**src/rtl/core_ctrl_if.sv**
```systemverilog
// Host-facing bundle of the tile sequencer: start/done handshake, busy flag,
// core instruction word and external vector read address.
interface core_ctrl_if;
    logic        start;
    logic [19:0] inst;
    logic [4:0]  ext_rd_add;
    logic        busy;
    logic        done;

    modport master (
        input  start,
        output inst,
        output ext_rd_add,
        output busy,
        output done
    );

    modport slave (
        output start,
        input  inst,
        input  ext_rd_add,
        input  busy,
        input  done
    );
endinterface

```
**src/rtl/core_ctrl.sv**
```systemverilog
// Attention-tile instruction sequencer: walks Q/K load, kernel load, MAC execute,
// FIFO drain, SFP accumulate and divide/write-back, driving the core inst bus.
module core_ctrl #(
    parameter int len   = 8,
    parameter int col   = 8,
    parameter int drain = 10
) (
    input  logic          clk,
    input  logic          reset,
    core_ctrl_if.master   bus
);

    localparam int SPAN_A = (len > col + 1) ? len : col + 1;
    localparam int SPAN_B = (SPAN_A > drain) ? SPAN_A : drain;
    localparam int CNT_W  = ($clog2(SPAN_B + 1) > 5) ? $clog2(SPAN_B + 1) : 5;

    typedef logic [CNT_W-1:0] cnt_t;

    localparam cnt_t LEN_LAST   = cnt_t'(len - 1);
    localparam cnt_t KLOAD_LAST = cnt_t'(col);
    localparam cnt_t EXEC_LAST  = cnt_t'(len);
    localparam cnt_t DRAIN_LAST = cnt_t'(drain - 1);
    localparam cnt_t CNT_ONE    = cnt_t'(1);

    typedef enum logic [3:0] {
        IDLE,
        LOAD_Q,
        LOAD_K,
        KLOAD,
        EXEC,
        DRAIN,
        READ,
        ACC,
        DIV,
        DONE
    } state_t;

    state_t      state_q, state_d;
    cnt_t        i_q, i_d;
    logic [1:0]  ph_q, ph_d;

    logic [19:0] inst;
    logic [4:0]  ext_rd_add;
    logic        busy;
    logic        done;

    always_ff @(posedge clk or posedge reset) begin
        if (reset) begin
            state_q <= IDLE;
            i_q     <= '0;
            ph_q    <= '0;
        end else begin
            state_q <= state_d;
            i_q     <= i_d;
            ph_q    <= ph_d;
        end
    end

    // Every state transition clears both the index and the row phase.
    always_comb begin
        state_d = state_q;
        i_d     = i_q;
        ph_d    = ph_q;
        unique case (state_q)
            IDLE: begin
                if (bus.start) begin
                    state_d = LOAD_Q;
                    i_d     = '0;
                    ph_d    = '0;
                end
            end
            LOAD_Q: begin
                if (i_q == LEN_LAST) begin
                    state_d = LOAD_K;
                    i_d     = '0;
                end else begin
                    i_d = i_q + CNT_ONE;
                end
            end
            LOAD_K: begin
                if (i_q == LEN_LAST) begin
                    state_d = KLOAD;
                    i_d     = '0;
                end else begin
                    i_d = i_q + CNT_ONE;
                end
            end
            KLOAD: begin
                if (i_q == KLOAD_LAST) begin
                    state_d = EXEC;
                    i_d     = '0;
                end else begin
                    i_d = i_q + CNT_ONE;
                end
            end
            EXEC: begin
                if (i_q == EXEC_LAST) begin
                    state_d = DRAIN;
                    i_d     = '0;
                end else begin
                    i_d = i_q + CNT_ONE;
                end
            end
            DRAIN: begin
                if (i_q == DRAIN_LAST) begin
                    state_d = READ;
                    i_d     = '0;
                end else begin
                    i_d = i_q + CNT_ONE;
                end
            end
            READ: begin
                if (i_q == LEN_LAST) begin
                    state_d = ACC;
                    i_d     = '0;
                    ph_d    = '0;
                end else begin
                    i_d = i_q + CNT_ONE;
                end
            end
            ACC: begin
                if (ph_q == 2'd0) begin
                    ph_d = 2'd1;
                end else begin
                    ph_d = 2'd0;
                    if (i_q == LEN_LAST) begin
                        state_d = DIV;
                        i_d     = '0;
                    end else begin
                        i_d = i_q + CNT_ONE;
                    end
                end
            end
            DIV: begin
                if (ph_q != 2'd2) begin
                    ph_d = ph_q + 2'd1;
                end else begin
                    ph_d = 2'd0;
                    if (i_q == LEN_LAST) begin
                        state_d = DONE;
                        i_d     = '0;
                    end else begin
                        i_d = i_q + CNT_ONE;
                    end
                end
            end
            DONE: begin
                state_d = IDLE;
                i_d     = '0;
                ph_d    = '0;
            end
            default: begin
                state_d = IDLE;
                i_d     = '0;
                ph_d    = '0;
            end
        endcase
    end

    // Moore decode: outputs depend only on registered state, index and phase.
    always_comb begin
        inst       = '0;
        ext_rd_add = '0;
        busy       = 1'b1;
        done       = 1'b0;
        unique case (state_q)
            IDLE: begin
                busy = 1'b0;
            end
            LOAD_Q: begin
                inst[4]     = 1'b1;
                inst[15:12] = i_q[3:0];
                ext_rd_add  = i_q[4:0];
            end
            LOAD_K: begin
                inst[2]     = 1'b1;
                inst[15:12] = i_q[3:0];
                ext_rd_add  = 5'(len) + i_q[4:0];
            end
            KLOAD: begin
                inst[6] = 1'b1;
                if (i_q != KLOAD_LAST) begin
                    inst[3]     = 1'b1;
                    inst[15:12] = i_q[3:0];
                end
            end
            EXEC: begin
                inst[7] = 1'b1;
                if (i_q != EXEC_LAST) begin
                    inst[5]     = 1'b1;
                    inst[15:12] = i_q[3:0];
                end
            end
            DRAIN: begin
            end
            READ: begin
                inst[16]   = 1'b1;
                inst[0]    = 1'b1;
                inst[11:8] = i_q[3:0];
            end
            ACC: begin
                if (ph_q == 2'd0) begin
                    inst[1]    = 1'b1;
                    inst[11:8] = i_q[3:0];
                end else begin
                    inst[17] = 1'b1;
                end
            end
            DIV: begin
                // Read, divide, write back: the single-port psum SRAM never sees rd and wr together.
                if (ph_q == 2'd0) begin
                    inst[1]    = 1'b1;
                    inst[11:8] = i_q[3:0];
                end else if (ph_q == 2'd1) begin
                    inst[18] = 1'b1;
                end else begin
                    inst[19]   = 1'b1;
                    inst[0]    = 1'b1;
                    inst[11:8] = i_q[3:0];
                end
            end
            DONE: begin
                busy = 1'b0;
                done = 1'b1;
            end
            default: begin
                busy = 1'b0;
            end
        endcase
    end

    assign bus.inst       = inst;
    assign bus.ext_rd_add = ext_rd_add;
    assign bus.busy       = busy;
    assign bus.done       = done;

endmodule

```
**src/flat_wrapper.sv**
```systemverilog
// flat-port wrapper written by rule: the top's interface ports become plain ports
module core_ctrl_flat 
#(
    parameter int len   = 8,
    parameter int col   = 8,
    parameter int drain = 10
)
  (clk, reset, bus_start, bus_inst, bus_ext_rd_add, bus_busy, bus_done);
  core_ctrl_if bus_i ();
  input  logic clk;
  input  logic reset;
  input wire logic [$bits(bus_i.start)-1:0] bus_start;
  output wire logic [$bits(bus_i.inst)-1:0] bus_inst;
  output wire logic [$bits(bus_i.ext_rd_add)-1:0] bus_ext_rd_add;
  output wire logic [$bits(bus_i.busy)-1:0] bus_busy;
  output wire logic [$bits(bus_i.done)-1:0] bus_done;
  assign bus_i.start = bus_start;
  assign bus_inst = bus_i.inst;
  assign bus_ext_rd_add = bus_i.ext_rd_add;
  assign bus_busy = bus_i.busy;
  assign bus_done = bus_i.done;
  core_ctrl #(.len(len), .col(col), .drain(drain)) u_core (.clk(clk), .reset(reset), .bus(bus_i));
endmodule
```
**config.mk**
```make
export PLATFORM = sky130hd
export DESIGN_NAME = core_ctrl_flat
export DESIGN_NICKNAME = d
export VERILOG_FILES = /design/src/rtl/core_ctrl_if.sv /design/src/rtl/core_ctrl.sv /design/src/flat_wrapper.sv
export SDC_FILE = /design/constraint.sdc
export NUM_CORES = 1
export LEC_CHECK = 0
export ABC_CLOCK_PERIOD_IN_PS = 4400
export CORE_MARGIN = 3
export CORE_UTILIZATION = 50
export DETAILED_ROUTE_END_ITERATION = 8
export PLACE_DENSITY = 0.84
export SLEW_MARGIN = 10
export SYNTH_ARGS = -nofsm -noshare
export SYNTH_HDL_FRONTEND = slang
export SYNTH_SLANG_ARGS = --single-unit
```
**constraint.sdc**
```tcl
create_clock -name clk -period 4.4 [get_ports clk]
set_input_delay 0.88 -clock clk [delete_from_list [all_inputs] [get_ports clk]]
set_output_delay 0.88 -clock clk [all_outputs]
set_load 0.02 [all_outputs]
```
==> impl_metrics.csv <==
group,metric,value,unit
cts,cts-resized-gates,0,
logic_synthesis,ys_async_sr_fraction,1.00,
setup_path,critPathTopFamily,"buffers and inverters",
drt,first_iter_violations,36,
place,dp_hpwl,2020,µm
drt,drc,0,
sta,tns,0,ns
setup_path,crit_buf_inv,2,
place,gp_congestion,1.04,
layout,area_growth,30.8,%
place,pre_cts_ws,1.24,ns
setup_path,path_class,"reg -> out",
setup_path,crit_path_end,"bus_inst[13]",
logic_synthesis,yosysSeqAreaShare,0.271,
setup_path,cp.required,3.52,ns
sta,layout_min_cycle_time,3.47,ns
floorplanning,die_area,2610,µm²
drt,met2WireLength,1230,µm
setup_path,cp-end-kind,"output pin",
layout,nFillCells,141,
pwr,p_leak,0.000547,µW
sta,clock-skew-final,0.000508,ns
drt,drt-pass1-iter-count,4,
setup_path,cpPeakStageDelay,0.58,ns
sta,fmax,289,MHz
cts,clk_latency,0.26,ns
global_route,grt_usage,0.233,
floorplanning,core-area,1820,µm²
sta,hold_viol_final,0,
layout,finalNonFillerCells,180,
cts,clockRootBuffer,"clkbuf_4",
sta,post-route-period-util,0.788,
logic_synthesis,synth_edf_count,0,
global_route,grt_pass1_wl,4690,µm
setup_path,path_cells,"inv_1 > ha_1 > and4bb_2 > a21oi_1 > o311ai_0 > nor2_1 > clkdlybuf4s50_1",
sta,drv_slew,0,
logic_synthesis,synth_warnings,0,
sta,rsz0062_at_grt,"false",
cts,cts_hold_repair.buffers,0,
setup_path,r2r_end,"u_core.state_q[2]$_DFFE_PP0P_",
floorplanning,ios,30,
status,status,"complete, no violations",
drt,m1WireLength,1160,µm
global_route,grt_pass1_vias,1062,
logic_synthesis,synth_cell_types,43,
cts,clk_pin_slew_worst_paths,0.08,ns
logic_synthesis,yosysTopAreaCellShare,0.271,
global_route,grt_max_degree,18,
logic_synthesis,syn_avg_cell_area,7.81,µm²
sta,hold-worst-slack,0.641,ns
setup_path,rr_startpoint,"u_core.state_q[2]$_DFFE_PP0P_",
floorplanning,die_y,51.1,µm
drt,vias,1097,
floorplanning,fp-row-count,15,
place,dp_cells,176,
logic_synthesis,synth_nets,136,
logic_synthesis,ys_top_cells_by_area,"dfrtp_1 27%, nor2_1 5.5%, a21oi_1 4.4%, and2_1 4.3%, mux2i_1 3.9%",
layout,diodes,0,
logic_synthesis,synth_top_cell_by_area,"dfrtp_1",
hold_path,hold_class,"reg -> reg",
setup_path,cp_max_fo,6,
place,io_buffer_count,29,
logic_synthesis,synthFlopType,"dfrtp_1",
setup_path,cp-start-kind,"register",
cts,htreeDepth,1,
pwr,max-vdd-ir-drop,446,µV
drt,post_drt_wl_per_cell,14.9,µm
setup_path,critPathSlowestCell,"o311ai_0",
floorplanning,chipWidth,51.1,µm
setup_path,regToRegSetupSlack,1.98,ns
logic_synthesis,ys_ff_latch,11,
setup_path,cp-startpoint,"u_core.i_q[0]$_DFFE_PP0P_",
drt,final_antenna_net_count,0,
cts,cts_tree,"built",
sta,setup_ws,0.934,ns
global_route,antenna_found_initial,0,
drt,routed-wl-met3,242,µm
layout,final_util,0.729,
layout,fin_nets,162,
setup_path,cp.depth,7,
cts,clockBufferDepth,2,
floorplanning,start_util,0.557,
pwr,power_density,762,nW/µm²
sta,setup-violations-final,0,
layout,drive_gt1_frac,0.0774,
setup_path,reg2reg_depth,5,
cts,clock_sinks,11,
logic_synthesis,synth_cells,130,
drt,top_layer_used,"met4",
drt,routed_wl,2680,µm
sta,worstMarginPinSlew,0.746,ns
logic_synthesis,synth_area,1010,µm²
global_route,gr-total-overflow,0,
drt,vias_per_cell,6.09,
sta,relSlewSlack,0.496,
flow_run,cap_violations,0,
setup_path,critPathArrivalTime,2.59,ns
cts,postCtsSetupBuffers,0,
cts,cts_buffers,3,
## synthesized netlist by cell type (2+ instances only)
library cell and number:
a21oi_1 9, a22o_1 2, and2_1 7, and3_1 2
buf_2 4, clkbuf_1 4, dfrtp_1 11, ha_1 3
inv_1 9, mux2i_1 4, nand2_1 10, nand2b_1 3
nor2_1 15, nor3_1 6, nor3b_1 2, nor4_1 2
nor4b_1 2, nor4bb_1 2, o21ai_0 7, o22ai_1 3
## layout by cell type, fill, tap and decap left out, types with 2 or more instances in the layout
| cell | instances |
|---|---|
| nor3b_1 | 2 |
| dfrtp_1 | 11 |
| mux2i_1 | 4 |
| clkdlybuf4s50_1 | 29 |
| o22ai_1 | 3 |
| and3_1 | 2 |
| ha_1 | 3 |
| clkbuf_4 | 3 |
| nand2b_1 | 3 |
| nor3_1 | 6 |
| nor4b_1 | 2 |
| nor4bb_1 | 2 |
| nor2_1 | 15 |
| a21oi_1 | 9 |
| a22o_1 | 2 |
| nand2_1 | 10 |
| inv_1 | 9 |
| and2_1 | 7 |
| o21ai_0 | 7 |
| nor4_1 | 2 |
## worst min-delay path by stage
| stage | startpoint | cells after the start | end | slack (ns) |
|---|---|---|---|---|
| CTS | u_core.i_q[3]$_DFFE_PP0P_ | 1 | u_core.i_q[3]$_DFFE_PP0P_ | 0.63 |
| finish | u_core.ph_q[0]$_DFFE_PP0P_ | 2 | u_core.ph_q[0]$_DFFE_PP0P_ | 0.64 |
| detailed placement | u_core.i_q[3]$_DFFE_PP0P_ | 1 | u_core.i_q[3]$_DFFE_PP0P_ | 0.62 |
| global placement | u_core.i_q[3]$_DFFE_PP0P_ | 1 | u_core.i_q[3]$_DFFE_PP0P_ | 0.62 |
| global route | u_core.i_q[3]$_DFFE_PP0P_ | 1 | u_core.i_q[3]$_DFFE_PP0P_ | 0.68 |
| floorplan | u_core.i_q[3]$_DFFE_PP0P_ | 1 | u_core.i_q[3]$_DFFE_PP0P_ | 0.55 |
## worst reg2reg max path: stages (launching register included)
cell,delay [ns]
dfrtp_1,0.65
nor4b_1,0.17
or4_4,0.57
a221oi_4,0.38
nand2_2,0.15
a221o_1,0.38
## sequential cells by signal, summed over array words and instances (netlist names)
register,flops
u_core.i_q,5
u_core.ph_q,2
u_core.state_q,4
## area by class of cell
class	count	area (µm²)	area share
Clock buffer	4	26.3	0.0198
Inverter	9	33.8	0.0254
Multi-Input combinational cell	102	671	0.505
Sequential cell	11	275	0.207
Tap cell	25	31.3	0.0236
Timing Repair Buffer	29	290	0.219
## per-layer routing
metal / global-route usage / up-vias
met5: 0 / -
met4: 0.0987 / 0
met3: 0.0583 / 6
met2: 0.356 / 66
met1: 0.308 / 511
li1: - / 514
## metrics by stage
step	power (µW)	cell area (µm²)
detailed placement	932	1300
CTS	1010	1330
global placement	925	1300
finish	1010	1330
floorplan	708	1010
global route	1100	1330
## power breakdown
| part | leakage, µW | switching [µW] | total (µW) | internal (µW) |
|---|---|---|---|---|
| combinational | 0.000395 | 383 | 705 | 321 |
| clock | 0.0000150 | 35.6 | 70.6 | 35.0 |
| sequential | 0.000137 | 94.1 | 236 | 142 |
| total | 0.000547 | 513 | 1010 | 498 |
## kinds of logic (layout without fill, tap and decap cells)
family | Yosys count | count (layout) | synth area share
AOI/OAI and AO/OA | 29 | 29 | 0.199
xor gates and xnor gates | 2 | 2 | 0.0173
adders and majority gates | 3 | 3 | 0.0370
buffers and inverters | 17 | 42 | 0.0678
DFF | 11 | 11 | 0.271
muxes | 5 | 5 | 0.0506
and+or+nand+nor | 63 | 63 | 0.358
(Power assumes the default switching activity.)
